==> config.mk <==
export PLATFORM = sky130hd
export DESIGN_NAME = alu_share_ctrl
export DESIGN_NICKNAME = d
export VERILOG_FILES = /design/src/rtl/alu_pkg.sv /design/src/rtl/rr_arb2.sv /design/src/rtl/alu_share_ctrl.sv
export SDC_FILE = /design/constraint.sdc
export NUM_CORES = 1
export LEC_CHECK = 0
export CAP_MARGIN = 30
export CORE_ASPECT_RATIO = 1.1
export CORE_MARGIN = 1
export CORE_UTILIZATION = 40
export DETAILED_ROUTE_END_ITERATION = 10
export PLACE_DENSITY = 0.86
export SLEW_MARGIN = 30
export SYNTH_ARGS = -nofsm -noshare
export SYNTH_HDL_FRONTEND = slang
export SYNTH_SLANG_ARGS = --single-unit
export TNS_END_PERCENT = 10
==> constraint.sdc <==
create_clock -name clk -period 2.3 [get_ports clk]
set_clock_uncertainty 0.05 [all_clocks]
set_input_delay 0.46 -clock clk [delete_from_list [all_inputs] [get_ports clk]]
set_output_delay 0.46 -clock clk [all_outputs]
set_load 0.02 [all_outputs]
==> src/rtl/alu_pkg.sv <==
// Shared definitions for the registered 8-bit ALU and its sequencer/arbiter.
// Opcode values mirror the ALU's alu_control decode.
package alu_pkg;

  localparam int ALU_DW  = 8;
  localparam int ALU_OPW = 4;

  localparam logic [ALU_OPW-1:0] ALU_ADD = 4'b0000;
  localparam logic [ALU_OPW-1:0] ALU_SUB = 4'b0001;
  localparam logic [ALU_OPW-1:0] ALU_AND = 4'b0010;
  localparam logic [ALU_OPW-1:0] ALU_NOR = 4'b0011;
  localparam logic [ALU_OPW-1:0] ALU_SHL = 4'b1100;
  localparam logic [ALU_OPW-1:0] ALU_SHR = 4'b1101;
  localparam logic [ALU_OPW-1:0] ALU_LT  = 4'b1011;
  localparam logic [ALU_OPW-1:0] ALU_NE  = 4'b1010;

  typedef enum logic [1:0] {
    ST_IDLE = 2'd0,
    ST_EXEC = 2'd1,
    ST_CAPT = 2'd2,
    ST_RESP = 2'd3
  } state_t;

endpackage

==> src/rtl/rr_arb2.sv <==
// Two-input round-robin arbiter: one-hot grant, pointer breaks ties.
// Purely combinational; the pointer register lives in the caller.
module rr_arb2 (
  input  logic [1:0] req,
  input  logic       ptr,
  output logic [1:0] gnt
);

  always_comb begin
    // NOTE: every combinational output gets a default first so no path can infer a latch.
    gnt = 2'b00;
    unique case (req)
      2'b01:   gnt = 2'b01;
      2'b10:   gnt = 2'b10;
      2'b11:   gnt = ptr ? 2'b10 : 2'b01;
      default: gnt = 2'b00;
    endcase
  end

endmodule

==> src/rtl/alu_share_ctrl.sv <==
// Sequencer and round-robin arbiter in front of a shared registered ALU.
// Accepts one request, drives the ALU operand registers, captures acc and returns it.
module alu_share_ctrl
  import alu_pkg::*;
#(
  parameter int DW   = ALU_DW,
  parameter int OPW  = ALU_OPW,
  parameter int CNTW = 16
) (
  input  logic              clk,
  input  logic              reset,
  input  logic [1:0]        req_valid,
  output logic [1:0]        req_ready,
  input  logic [2*DW-1:0]   req_c,
  input  logic [2*DW-1:0]   req_d,
  input  logic [2*OPW-1:0]  req_op,
  output logic [1:0]        rsp_valid,
  input  logic [1:0]        rsp_ready,
  output logic [DW-1:0]     rsp_data,
  output logic [DW-1:0]     alu_c,
  output logic [DW-1:0]     alu_d,
  output logic [OPW-1:0]    alu_op,
  input  logic [DW-1:0]     alu_acc,
  output logic              busy,
  output logic [CNTW-1:0]   ops_done
);

  state_t           state_q, state_d;
  logic             grant_q, grant_d;
  logic             ptr_q, ptr_d;
  logic [DW-1:0]    alu_c_q, alu_c_d;
  logic [DW-1:0]    alu_d_q, alu_d_d;
  logic [OPW-1:0]   alu_op_q, alu_op_d;
  logic [DW-1:0]    rsp_data_q, rsp_data_d;
  logic [CNTW-1:0]  ops_done_q, ops_done_d;
  logic [1:0]       arb_gnt;

  rr_arb2 u_arb (
    .req (req_valid),
    .ptr (ptr_q),
    .gnt (arb_gnt)
  );

  always_comb begin
    state_d    = state_q;
    grant_d    = grant_q;
    ptr_d      = ptr_q;
    alu_c_d    = alu_c_q;
    alu_d_d    = alu_d_q;
    alu_op_d   = alu_op_q;
    rsp_data_d = rsp_data_q;
    ops_done_d = ops_done_q;
    req_ready  = 2'b00;
    rsp_valid  = 2'b00;

    unique case (state_q)
      ST_IDLE: begin
        req_ready = arb_gnt;
        if (arb_gnt != 2'b00) begin
          grant_d  = arb_gnt[1];
          alu_c_d  = arb_gnt[1] ? req_c[DW +: DW]   : req_c[0 +: DW];
          alu_d_d  = arb_gnt[1] ? req_d[DW +: DW]   : req_d[0 +: DW];
          alu_op_d = arb_gnt[1] ? req_op[OPW +: OPW] : req_op[0 +: OPW];
          state_d  = ST_EXEC;
        end
      end
      // The ALU samples alu_* on the edge that ends EXEC; acc is valid during CAPT.
      ST_EXEC: state_d = ST_CAPT;
      ST_CAPT: begin
        rsp_data_d = alu_acc;
        state_d    = ST_RESP;
      end
      ST_RESP: begin
        rsp_valid[grant_q] = 1'b1;
        if (rsp_ready[grant_q]) begin
          ptr_d   = ~grant_q;
          state_d = ST_IDLE;
          if (ops_done_q != {CNTW{1'b1}}) ops_done_d = ops_done_q + CNTW'(1);
        end
      end
      default: state_d = ST_IDLE;
    endcase
  end

  // NOTE: sequential state uses non-blocking assignments so every flop samples pre-edge values.
  always_ff @(posedge clk or posedge reset) begin
    if (reset) begin
      state_q    <= ST_IDLE;
      grant_q    <= 1'b0;
      ptr_q      <= 1'b0;
      alu_c_q    <= '0;
      alu_d_q    <= '0;
      alu_op_q   <= '0;
      rsp_data_q <= '0;
      ops_done_q <= '0;
    end else begin
      state_q    <= state_d;
      grant_q    <= grant_d;
      ptr_q      <= ptr_d;
      alu_c_q    <= alu_c_d;
      alu_d_q    <= alu_d_d;
      alu_op_q   <= alu_op_d;
      rsp_data_q <= rsp_data_d;
      ops_done_q <= ops_done_d;
    end
  end

  assign alu_c    = alu_c_q;
  assign alu_d    = alu_d_q;
  assign alu_op   = alu_op_q;
  assign rsp_data = rsp_data_q;
  assign ops_done = ops_done_q;
  assign busy     = (state_q != ST_IDLE);

endmodule

; Word level (Yosys, flattened, before mapping)
; Index checks and enable logic that the tools add are counted.
[word_totals]
reg_bits = 48
output_inout_bits = 49
[op_classes]
addsub = 1
order_cmp = 2
eq_ne = 9
mux = 14
n_bitwise = 1
n_reduce_logical = 8
[op_table]
columns = cell, count
row1 = adder 16 x 1 -> 16 bit (second input constant), 1
row2 = 2-to-1 mux 8 bit, 2
row3 = != test 16 bit (second input constant), 1
row4 = 2-to-1 mux 2 bit, 5
row5 = equality test 2 bit (second input constant), 4
row6 = one-hot mux 2 bit (4 select lines), 1
row7 = one-hot mux 2 bit (3 select lines), 1
row8 = AND reduction 2 bit, 3
row9 = equality test 2 x 1 -> 1 bit (second input constant), 2
row10 = 2-to-1 mux 4 bit, 1
row11 = != test 2 bit (second input constant), 2
row12 = nonzero test 2 bit, 2
row13 = 2-to-1 mux 1 bit, 3
row14 = AND reduction 3 bit, 1
row15 = logical NOT 2 bit, 1
row16 = less-than comparator 1 x 2 -> 1 bit (second input constant), 1
row17 = demux 1 bit (select 1 bit), 1
row18 = >= comparator 1 bit (second input constant), 1
row19 = logical AND 1 bit, 1
row20 = NOT 1 bit, 1

; Depth between registers and ports, before layout
[logic_depth]
ltp_word = 5
depth_mapped = 6
ltp_nobuf = 6

; Cells and area by module
; From an unflattened synthesis, not the netlist that was laid out.
[hier_totals]
cells_unflattened = 205
hier_area_um2 = 2311.0
[by_module_without_submodules]
columns = module, n_inst, cells_each, area_per_inst_um2, seq_area_each_um2
row1 = alu_share_ctrl, 1, 202, 2292.2, 1201.2
row2 = rr_arb2, 1, 3, 18.8, 0.0

; Least setup slack after synthesis
; OpenSTA, ideal clock, no wires.
[synth_path]
path_type = reg-to-reg
start = register ops_done_q[3] (netlist: ops_done[3])
end = register ops_done_q[11] (netlist: ops_done[11])
setup_time_ns = 0.125
t_arrival_ns = 1.790
path_slack_ns = 0.335
path_stages_with_launch = 6
period_less_slack_ns = 1.965
path_cell_list = dfrtp_1 > nand4_1 > or4b_1 > buf_2 > nor3_1 > mux2_2
[synth_via]
elab_chain_cells = 2
[synth_rtl]
columns = element, line_no
row1 = start: declaration, alu_share_ctrl.sv:35  ; logic [CNTW-1:0] ops_done_q, ops_done_d;
row2 = start signal: assignment, alu_share_ctrl.sv:104  ; ops_done_q <= ops_done_d;
row3 = "parallel branches: the longest is 2 deep, another holds adder 16 x 1 -> 16 bit", -
; Parallel ways; which one is timed is not known.
; A chain may end at the register's enable or synchronous reset.

; Final worst setup path
[layout_path]
start = input req_valid[0]
end = output req_ready[1]
[layout_via]
elab_chain_cells = 3
[layout_rtl]
columns = element, line_no
row1 = start: declaration, alu_share_ctrl.sv:12  ; input logic [1:0] req_valid,
row2 = equality test 2 bit or equality test 2 x 1 -> 1 bit (tied branches), rr_arb2.sv:12  ; unique case (req)
row3 = one-hot mux 2 bit (3 select lines) (*), rr_arb2.sv:12
row4 = 2-to-1 mux 2 bit (*), alu_share_ctrl.sv:56  ; unique case (state_q)
row5 = end: declaration, alu_share_ctrl.sv:13  ; output logic [1:0] req_ready,
; Every way passes the cells marked *; elsewhere a longest branch is shown, timed or not.

==> impl_metrics.tcl <==
set metrics [dict create \
    whs_path_depth 2 \
    crit_type "input pin to output pin" \
    worstSetupEndpointType "output pin" \
    clockBufferDepth 2 \
    p_per_area_nw_per_um2 1085 \
    synth_xor_area_frac 0.04706 \
    ys_warn_count 0 \
    tightest_slew_ns 0.5939 \
    grt.overflow.total 0 \
    cts.clk_slew.worst_paths_ns 0.09 \
    synth_cells 204 \
    outcome "complete, no violations" \
    maxSlewHeadroom 0.6035 \
    via_count 1939 \
    fin_crit_sh 0.9533 \
    setup_viol 0 \
    clkSinkCount 48 \
    hold_buffers 0 \
    drc_errors 0 \
    die_w_um 73.25 \
    num_antenna_cells 0 \
    worstSetupStartpoint "req_valid[0]" \
    areaGrowthSynthToFinish_pct 57.20 \
    synth_area_sq_um 2233 \
    wirelength_mm 5.257 \
    path_max_fanout 2 \
    grt_pass1_vias 1889 \
    power.leakage_uw 0.001604 \
    core_area_sq_um 5395 \
    async_reset_ff_frac 1.000 \
    reg2reg_slack_ns 0.20 \
    rr_startpoint "state_q[1]$_DFFE_PP0P_" \
    worst_ep_arrival_time_ns 1.68 \
    dpl_cell_area_sq_um 3412 \
    syn_nets 263 \
    ys_top_cells_by_area "dfrtp_1 54%, mux2i_1 9.0%, mux2_2 6.1%" \
    first_pass_iters 4 \
    die-height_um 80.37 \
    hold_path_end "alu_d[4]$_DFFE_PP0P_" \
    hold_class "register to register" \
    fp-row-count 28 \
    startpoint_type "input pin" \
    initial_utilization 0.4140 \
    nNetsFinal 376 \
    cts_inserted_buffers 5 \
    hpwlAfterDp_mm 4.102 \
    avgSynthCellArea_sq_um 10.95 \
    clkLatencyLatePin_ns 0.29 \
    grt_pass1_wl_mm 8.369 \
    yosysTopAreaCellShare 0.5378 \
    yosys.area_share.adder 0.02801 \
    via_per_inst 4.934 \
    grt_max_degree 41 \
    drt_iter0_drc 94 \
    rsz0062_at_grt "no" \
    antenna_found_initial 0 \
    reg2regPathDepth 5 \
    synth_compound_area_frac 0.08179 \
    report.final.slew_viol_count 0 \
    cts_tree "done" \
    fin_area_sq_um 3511 \
    min-delay-start "alu_d[4]$_DFFE_PP0P_" \
    fin_crit_ns 2.193 \
    r2r_end "ops_done[13]$_DFFE_PP0P_" \
    ir_worst_vdd_mv 0.6942 \
    yosysSeqAreaShare 0.5378 \
    grt_use_total 0.1835 \
    required_ns 1.79 \
    drive_above_1_share 0.1164 \
    port_buffers 102 \
    io_pins 103 \
    synth_cell_type_count 27 \
    cts_setup_buffers 0 \
    cts_root_buf "clkbuf_8" \
    yosys.area.top_type "dfrtp_1" \
    synth.mux.area_fraction 0.1501 \
    synth_top_family_by_area "multiplexers" \
    cts_max_level 2 \
    finalHoldViolCount 0 \
    hold_slack_ns 0.4339 \
    wl_per_cell_um 13.38 \
    ys_ff_latch 48 \
    fillers 457 \
    drtAntennaViolNets 0 \
    drv_cap 0 \
    synth_top_flop_cell "dfrtp_1" \
    gp_congestion 0.7487 \
    dieArea_sq_um 5887 \
    synth-edff-count 0 \
    max_freq_mhz 456.1 \
    yosys.area_share.simple 0.1266 \
]
-- Yosys cell counts, drive strengths merged (2+ instances only) --
library cell  number
dfrtp             48
nand2             27
o21ai             26
mux2i             20
mux2              12
xor2              11
inv                8
nor4               8
nor2               6
clkbuf             5
ha                 5
nand3              5
nor3               5
nand4              4
buf                3
a31oi              2
-- how the worst max path moves through the flow --
| stage | end |
|---|---|
| after floorplan | ops_done[11]$_DFFE_PP0P_ |
| after global placement | req_ready[0] |
| after detailed placement | req_ready[0] |
| after CTS | req_ready[0] |
| after global routing | req_ready[0] |
| final | req_ready[1] |
-- logic make-up (layout without fill, tap and decap cells) --
kind of cell,count (synthesis),after routing
compound gates,33,33
xor+xnor,12,12
fa+ha+maj,5,5
buf+inv,16,130
flops,48,48
mux,32,32
simple gates,58,58
-- final cells by class --
class	instances	area, sq um	share of cell area
sequential	48	1201	0.3421
timing repair buffer	114	1117	0.3182
multi-input combinational	140	980.9	0.2794
tap	75	93.84	0.02673
clock buffer	5	68.82	0.01960
inverter	8	30.03	0.008553
clock inverter	3	18.77	0.005346
-- where the power goes --
group          internal, uW  switching [uW]  total (uW)
logic                   939             995        1930
clock network           212             268         480
registers              1170             226        1400
-- metrics by stage --
stage / util / power (uW) / std cells / TNS [ns] / setup WS, ns
final: 0.6507 / 3810 / 393 / 0 / 0.1075
after CTS: 0.6482 / 3849 / 393 / 0 / 0.02448
after global routing: 0.6507 / 4061 / 393 / 0 / 0.02205
after global placement: 0.6324 / 3307 / 385 / -0.3261 / -0.1131
after floorplan: - / 2414 / 204 / 0 / 0.3352
after detailed placement: 0.6324 / 3368 / 385 / -0.8076 / -0.1879
-- placed cells by master (no fill, tap or decap), drive strengths merged, types with 2 or more instances in the layout --
master | Yosys | final
xor2 | 11 | 11
nor3 | 5 | 5
dfrtp | 48 | 48
nand4 | 4 | 4
inv | 8 | 8
buf | 3 | 12
nor2 | 6 | 6
mux2 | 12 | 12
dlymetal6s2s | 0 | 3
clkdlybuf4s50 | 0 | 97
nand3 | 5 | 5
clkinv | 0 | 3
nand2 | 27 | 27
o21ai | 26 | 26
nor4 | 8 | 8
clkbuf | 5 | 5
mux2i | 20 | 20
a31oi | 2 | 2
ha | 5 | 5
-- worst max-delay path: stages --
cell             delay [ns]
clkdlybuf4s50_1        0.50
inv_1                  0.07
buf_4                  0.13
o21ai_2                0.13
nor2_1                 0.05
dlygate4sd2_1          0.34
-- registers in the layout, summed over array words and instances (netlist names) --
| register | cells |
|---|---|
| rsp_data | 8 |
| alu_op | 4 |
| alu_c | 8 |
| ptr_q | 1 |
| grant_q | 1 |
| state_q | 2 |
| ops_done | 16 |
| alu_d | 8 |
-- metal layers --
layer	track usage	up-vias	part of all wire
li1	-	948	-
met2	0.3231	59	0.54
met1	0.2254	927	0.41
met4	0.04706	0	0.0055
met3	0.03890	5	0.048
met5	0	-	0
-- what timing repair did --
action | CTS | global route
setup endpoints to repair | 2 | 4
gates resized for setup | 2 | 5
pin swaps | 0 | 0
Note: power is estimated with default switching activity, not from simulation.
